--- src/rtl/edge_pkg.sv ---
// Shared types and helpers for the Sobel edge pipeline.
// Lane widths sized for an exact |Gx|+|Gy| magnitude.
package edge_pkg;
  localparam int PIX_W  = 8;
  localparam int LANES  = 4;
  localparam int WORD_W = 32;
  localparam int GRAD_W = 11;
  localparam int MAG_W  = 11;

  typedef logic [PIX_W-1:0] pix_t;
  typedef logic signed [GRAD_W-1:0] grad_t;
  typedef logic [MAG_W-1:0] mag_t;

  typedef struct packed {
    logic [WORD_W-1:0] w5;
    logic [WORD_W-1:0] w4;
    logic [WORD_W-1:0] w3;
    logic [WORD_W-1:0] w2;
    logic [WORD_W-1:0] w1;
    logic [WORD_W-1:0] w0;
  } win_t;

  // a + 2b + c, zero-extended into the signed gradient width
  function automatic grad_t wsum(pix_t a, pix_t b, pix_t c);
    return grad_t'({3'b000, a})
         + grad_t'({2'b00, b, 1'b0})
         + grad_t'({3'b000, c});
  endfunction

  function automatic mag_t abs_grad(grad_t g);
    return g[GRAD_W-1] ? mag_t'(-g) : mag_t'(g);
  endfunction
endpackage

--- src/rtl/sobel_lane.sv ---
// One Sobel output pixel: registered Gx/Gy, then registered |Gx|+|Gy|.
// The centre pixel carries zero weight in both kernels, so it is not a port.
module sobel_lane
  import edge_pkg::*;
(
  input  logic clk,
  input  pix_t tl,
  input  pix_t tc,
  input  pix_t tr,
  input  pix_t ml,
  input  pix_t mr,
  input  pix_t bl,
  input  pix_t bc,
  input  pix_t br,
  output mag_t mag
);

  grad_t gx_q;
  grad_t gy_q;

  always_ff @(posedge clk) begin
    gx_q <= wsum(tr, mr, br) - wsum(tl, ml, bl);
    gy_q <= wsum(bl, bc, br) - wsum(tl, tc, tr);
    mag  <= abs_grad(gx_q) + abs_grad(gy_q);
  end

endmodule

--- src/rtl/sobel_window_stage.sv ---
// Sobel magnitude over a 3x8 pixel window, 4 lanes per beat,
// 4-cycle latency, with a saturating per-frame edge counter.
module sobel_window_stage
  import edge_pkg::*;
#(
  parameter int THRESHOLD = 128,
  parameter bit BINARY    = 1'b0,
  parameter int CNT_W     = 16
) (
  input  logic              clk,
  input  logic              rst,
  input  logic              in_valid,
  input  logic              frame_start,
  input  logic [WORD_W-1:0] w0,
  input  logic [WORD_W-1:0] w1,
  input  logic [WORD_W-1:0] w2,
  input  logic [WORD_W-1:0] w3,
  input  logic [WORD_W-1:0] w4,
  input  logic [WORD_W-1:0] w5,
  output logic              out_valid,
  output logic [WORD_W-1:0] pix_out,
  output logic [CNT_W-1:0]  edge_count
);

  localparam mag_t THR = mag_t'(THRESHOLD);

  win_t win_q;
  logic v1, v2, v3;
  logic fs1, fs2, fs3;

  always_ff @(posedge clk) begin
    win_q <= '{w5: w5, w4: w4, w3: w3,
               w2: w2, w1: w1, w0: w0};
  end

  always_ff @(posedge clk) begin
    if (rst) begin
      {v1, v2, v3}    <= '0;
      {fs1, fs2, fs3} <= '0;
    end else begin
      v1  <= in_valid;
      fs1 <= in_valid & frame_start;
      v2  <= v1;
      fs2 <= fs1;
      v3  <= v2;
      fs3 <= fs2;
    end
  end

  logic [2*WORD_W-1:0] top_r, mid_r, bot_r;
  assign top_r = {win_q.w1, win_q.w0};
  assign mid_r = {win_q.w3, win_q.w2};
  assign bot_r = {win_q.w5, win_q.w4};

  mag_t mag [LANES];

  for (genvar j = 0; j < LANES; j++) begin : g_lane
    sobel_lane u_lane (
      .clk (clk),
      .tl  (top_r[PIX_W*j     +: PIX_W]),
      .tc  (top_r[PIX_W*(j+1) +: PIX_W]),
      .tr  (top_r[PIX_W*(j+2) +: PIX_W]),
      .ml  (mid_r[PIX_W*j     +: PIX_W]),
      .mr  (mid_r[PIX_W*(j+2) +: PIX_W]),
      .bl  (bot_r[PIX_W*j     +: PIX_W]),
      .bc  (bot_r[PIX_W*(j+1) +: PIX_W]),
      .br  (bot_r[PIX_W*(j+2) +: PIX_W]),
      .mag (mag[j])
    );
  end

  logic [WORD_W-1:0] res;
  logic [2:0]        pop;
  logic              hit;

  always_comb begin
    res = '0;
    pop = '0;
    hit = 1'b0;
    for (int j = 0; j < LANES; j++) begin
      hit = mag[j] >= THR;
      pop = pop + {2'b00, hit};
      if (BINARY)
        res[PIX_W*j +: PIX_W] = hit ? 8'hFF : 8'h00;
      else if (mag[j][MAG_W-1:PIX_W] != '0)
        res[PIX_W*j +: PIX_W] = 8'hFF;
      else
        res[PIX_W*j +: PIX_W] = mag[j][PIX_W-1:0];
    end
  end

  logic [CNT_W:0] sum;
  assign sum = {1'b0, edge_count} + (CNT_W+1)'(pop);

  always_ff @(posedge clk) begin
    if (rst) begin
      out_valid  <= 1'b0;
      pix_out    <= '0;
      edge_count <= '0;
    end else begin
      out_valid <= v3;
      pix_out   <= res;
      if (v3) begin
        if (fs3)
          edge_count <= CNT_W'(pop);
        else if (sum[CNT_W])
          edge_count <= '1;
        else
          edge_count <= sum[CNT_W-1:0];
      end
    end
  end

endmodule
--- config.mk ---
export PLATFORM = sky130hd
export DESIGN_NAME = sobel_window_stage
export DESIGN_NICKNAME = d
export VERILOG_FILES = /design/src/rtl/edge_pkg.sv /design/src/rtl/sobel_lane.sv /design/src/rtl/sobel_window_stage.sv
export SDC_FILE = /design/constraint.sdc
export NUM_CORES = 1
export LEC_CHECK = 0
export ABC_AREA = 1
export CAP_MARGIN = 20
export CORE_ASPECT_RATIO = 1.75
export CORE_MARGIN = 2
export CORE_UTILIZATION = 55
export DETAILED_ROUTE_END_ITERATION = 6
export GPL_TIMING_DRIVEN = 1
export PLACE_DENSITY = 0.77
export SETUP_SLACK_MARGIN = 0.2
export SLEW_MARGIN = 10
export SYNTH_ARGS = -nofsm -noshare
export SYNTH_HDL_FRONTEND = slang
export SYNTH_HIERARCHICAL = 1
export SYNTH_SLANG_ARGS = --single-unit
--- constraint.sdc ---
create_clock -name clk -period 5.45 [get_ports clk]
set_input_delay 1.09 -clock clk [delete_from_list [all_inputs] [get_ports clk]]
set_output_delay 1.09 -clock clk [all_outputs]
set_load 0.01 [all_outputs]
==> results by group <==
Setup path
  • Crit. End Element: flop
  • Slowest stage cell, crit path: sky130_fd_sc_hd__dfxtp_1
  • Kind of start point of the critical path: flop
  • Cell breakdown of the critical path: inv_1 -> fa_1 -> fa_1 -> inv_1 -> fa_1 -> fa_1 -> o21ai_2 -> nand2_1 -> nand2_1 -> xor2_1
  • Number of buffers and inverters on the critical path: 2
  • Req. time, crit path: 5.91 ns
  • Worst EP arrival: 4.06 ns
  • Largest stage delay on the critical path: 0.65 ns
  • CP Class: flop to flop
  • Top delay family on crit path: adder cells
  • Maximum fanout encountered on the critical timing path: 6
  • Top cell by count, worst path: sky130_fd_sc_hd__fa_1

Placement
  • Final estimated routing congestion in global placement: 0.960
  • Setup WS pre-CTS: 1.87 ns
  • Number of instances in the placed design: 3597
  • HPWL after detailed placement: 48300 um
  • Port Buffer Count: 196
  • Cell area reported after detailed placement: 0.0258 mm^2

STA
  • Setup repair after global routing missed its margin: no
  • Number of failing hold endpoints at the final stage: 0
  • Ratio of final minimum period to clock period: 66.1%
  • Setup clock skew after layout: 0.0246 ns
  • Final-layout setup total negative slack: 0 ns
  • Max-slew headroom at the worst pin: 41.1%
  • Slew of the pin with the lowest slew margin: 0.883 ns
  • Total setup violations reported at the end of the flow: 0
  • Max Clock Freq: 278 MHz
  • Shortest period the worst path allows: 3.60 ns
  • Crit path setup slack, layout: 1.85 ns
  • Count of final max-slew check failures: 0

CTS
  • Clock sinks: 331
  • Clock tree from TritonCTS: built
  • Clock root cell: sky130_fd_sc_hd__clkbuf_16
  • Quantity of gates resized following cts: 0
  • H-Tree Level Count: 2
  • # hold bufs at CTS: 0
  • Worst-skew pair later-pin latency: 0.54 ns
  • Worst-path clk slew: 0.07 ns
  • Number of buffers on the longest clock path: 3
  • CTS Buf Count: 34
  • Post-CTS setup buffers: 0

Global routing
  • Via count of the first global-routing pass: 18687
  • Number of antenna violations at the first check in global routing: 0
  • Global routing usage summed across all routing layers: 26.3%
  • Global-route wire length before repair: 90700 um
  • GRT Residual Overflow: 0
  • Pin count of the biggest net entering global routing: 31

Synth
  • Synthesized net count: 3466
  • Number of enable-type register cells in the synthesized netlist: 0
  • Most instantiated flip-flop cell in the synthesis netlist: sky130_fd_sc_hd__dfxtp_1
  • Synth async-reset ratio: 0%
  • Sequential area share after synthesis: 28.6%
  • Number of register bits inferred by synthesis: 331
  • Yosys cell types: 43
  • Area fraction of the dominant cell type after synthesis: 28.6%
  • Post-Synthesis Cells: 2859
  • Leading area contributor after synthesis: sky130_fd_sc_hd__dfxtp_1
  • YS warnings: 6
  • Ranking of synthesized cells by area: sky130_fd_sc_hd__dfxtp_1 29%, sky130_fd_sc_hd__fa_1 20%, sky130_fd_sc_hd__inv_1 13%
  • Per-instance average area after synthesis: 8.11 um^2
  • Area of the mapped netlist: 0.0232 mm^2

Route
  • Routed wirelength normalized by instance count: 15.6 um
  • DRT Pass-1 Iters: 6
  • Total Wirelength: 57100 um
  • Vias per inst: 4.94
  • Remaining DRCs: 0
  • DRT antenna net count: 0
  • Vias after detailed routing: 18059
  • Detailed Route Iter0 Violations: 998

Power
  • Power density relative to cell area: 607 mW/mm^2
  • Cell leakage power: 14.2 nW
  • Worst-case vdd ir drop: 0.307 mV

Finish
  • Final Cell Area: 0.0269 mm^2
  • Final standard cell count with taps included and fillers excluded: 3657
  • Number of nets in the layout: 3685
  • Fraction of final layout cells with drive strength greater than 1: 5.09%
  • Commonest cells after routing, fill and taps aside: 772 x sky130_fd_sc_hd__inv_1, 516 x sky130_fd_sc_hd__nand2_1, 331 x sky130_fd_sc_hd__dfxtp_1, 226 x sky130_fd_sc_hd__fa_1, 196 x sky130_fd_sc_hd__clkdlybuf4s50_1
  • Antenna Diode Count: 0
  • Most common cell after layout, fill and taps aside: sky130_fd_sc_hd__inv_1
  • Relative area change from synthesis to final layout: 15.9%

Floorplanning
  • Num ports: 245
  • Std-Cell Core Area: 0.0416 mm^2
  • DIE AREA: 0.0439 mm^2
  • FP Rows: 99
  • Initial standard-cell utilization of the core: 55.7%
  • Die span in y: 276 um
  • DIE WIDTH: 159 um

Worst hold path
  • Worst hold-check path type: flop to flop

Outcome
  • Outcome: completed

Flow run
  • Reported max-cap violation count: 0
## registers in the layout, indices dropped and copies added, names as in the netlist
name / count
pix_out: 32
v2: 1
fs3: 1
mid_r: 48
g_lane.u_lane/mag: 44
v3: 1
v1: 1
top_r: 48
bot_r: 48
fs2: 1
edge_count: 16
g_lane.u_lane/gx_q: 44
g_lane.u_lane/gy_q: 44
fs1: 1
out_valid: 1
## where the power goes
group	internal [mW]	switching [mW]	total, mW
clock network	1.29	0.989	2.28
logic	4.11	6.24	10.3
registers	3.22	0.461	3.68
total	8.62	7.69	16.3
## stage by stage
| step | power (mW) | hold WS (ns) | utilization (%) |
|---|---|---|---|
| 2_1_floorplan | 11.6 | 0.388 | - |
| 3_3_place_gp | 13.7 | 0.393 | 61.9 |
| 3_5_place_dp | 14.0 | 0.406 | 61.9 |
| 4_1_cts | 16.4 | 0.420 | 64.6 |
| 5_1_grt | 17.9 | 0.441 | 64.6 |
| 6_report | 16.3 | 0.415 | 64.6 |
## cell usage after synthesis, drive strengths merged, types with 4 or more instances
cell and count:
fa 226, nand2 538, a31oi 4, o21ai 97, dfxtp 331, xor2 101
o211ai 5, a21o 8, nor3 9, a21boi 6, a21oi 116, nand4 30
nor2 201, inv 793, xnor2 49, ha 185, clkbuf 7, nand3 116
nand3b 12, o21bai 7, buf 9
## layout make-up
| class | instances | area [um^2] |
|---|---|---|
| repair buffers | 199 | 1980 |
| well taps | 555 | 694 |
| clock buffers | 41 | 937 |
| clock inverters | 19 | 164 |
| inverters | 793 | 2980 |
| flip-flops and latches | 331 | 6630 |
| multi-input cells | 1719 | 13500 |
| fillers | 3678 | 14800 |
## path summary, 6_finish.rpt
kind | start | to | slack (ns) | cells past startpoint
setup / recovery | top_r[17] | g_lane[1].u_lane/gy_q[7] | 1.85 | 10
hold / removal | v1 | v2 | 0.42 | 2
setup reg to reg | top_r[17] | g_lane[1].u_lane/gy_q[7] | 1.85 | 10
hold reg to reg | v1 | v2 | 0.42 | 2
## worst register-to-register path, stage by stage, from the launching register on
cell and delay (ns):
sky130_fd_sc_hd__dfxtp_1 0.65, sky130_fd_sc_hd__inv_1 0.15, sky130_fd_sc_hd__fa_1 0.53, sky130_fd_sc_hd__fa_1 0.55
sky130_fd_sc_hd__inv_1 0.06, sky130_fd_sc_hd__fa_1 0.53, sky130_fd_sc_hd__fa_1 0.50, sky130_fd_sc_hd__o21ai_2 0.22
sky130_fd_sc_hd__nand2_1 0.07, sky130_fd_sc_hd__nand2_1 0.07, sky130_fd_sc_hd__xor2_1 0.18
## cells by family after synthesis
family / Yosys count / share of synthesized area (%)
AO/OA/AOI/OAI: 251 / 6.17
adder cells (fa/ha/maj): 411 / 29.5
AND/OR/NAND/NOR: 907 / 16.8
flip-flops: 331 / 28.6
XOR/XNOR: 150 / 5.67
buffers and inverters: 809 / 13.2
## routing by layer
layer  up-vias  global-route usage (%)  routed length, um
li1       8940                       -                  -
met1      8435                    27.6              21100
met2       519                    51.2              30300
met3       165                    2.76               2290
met4         0                    14.4               3440
met5         -                       0                  0
No activity file was read; power rests on OpenSTA's default activity.
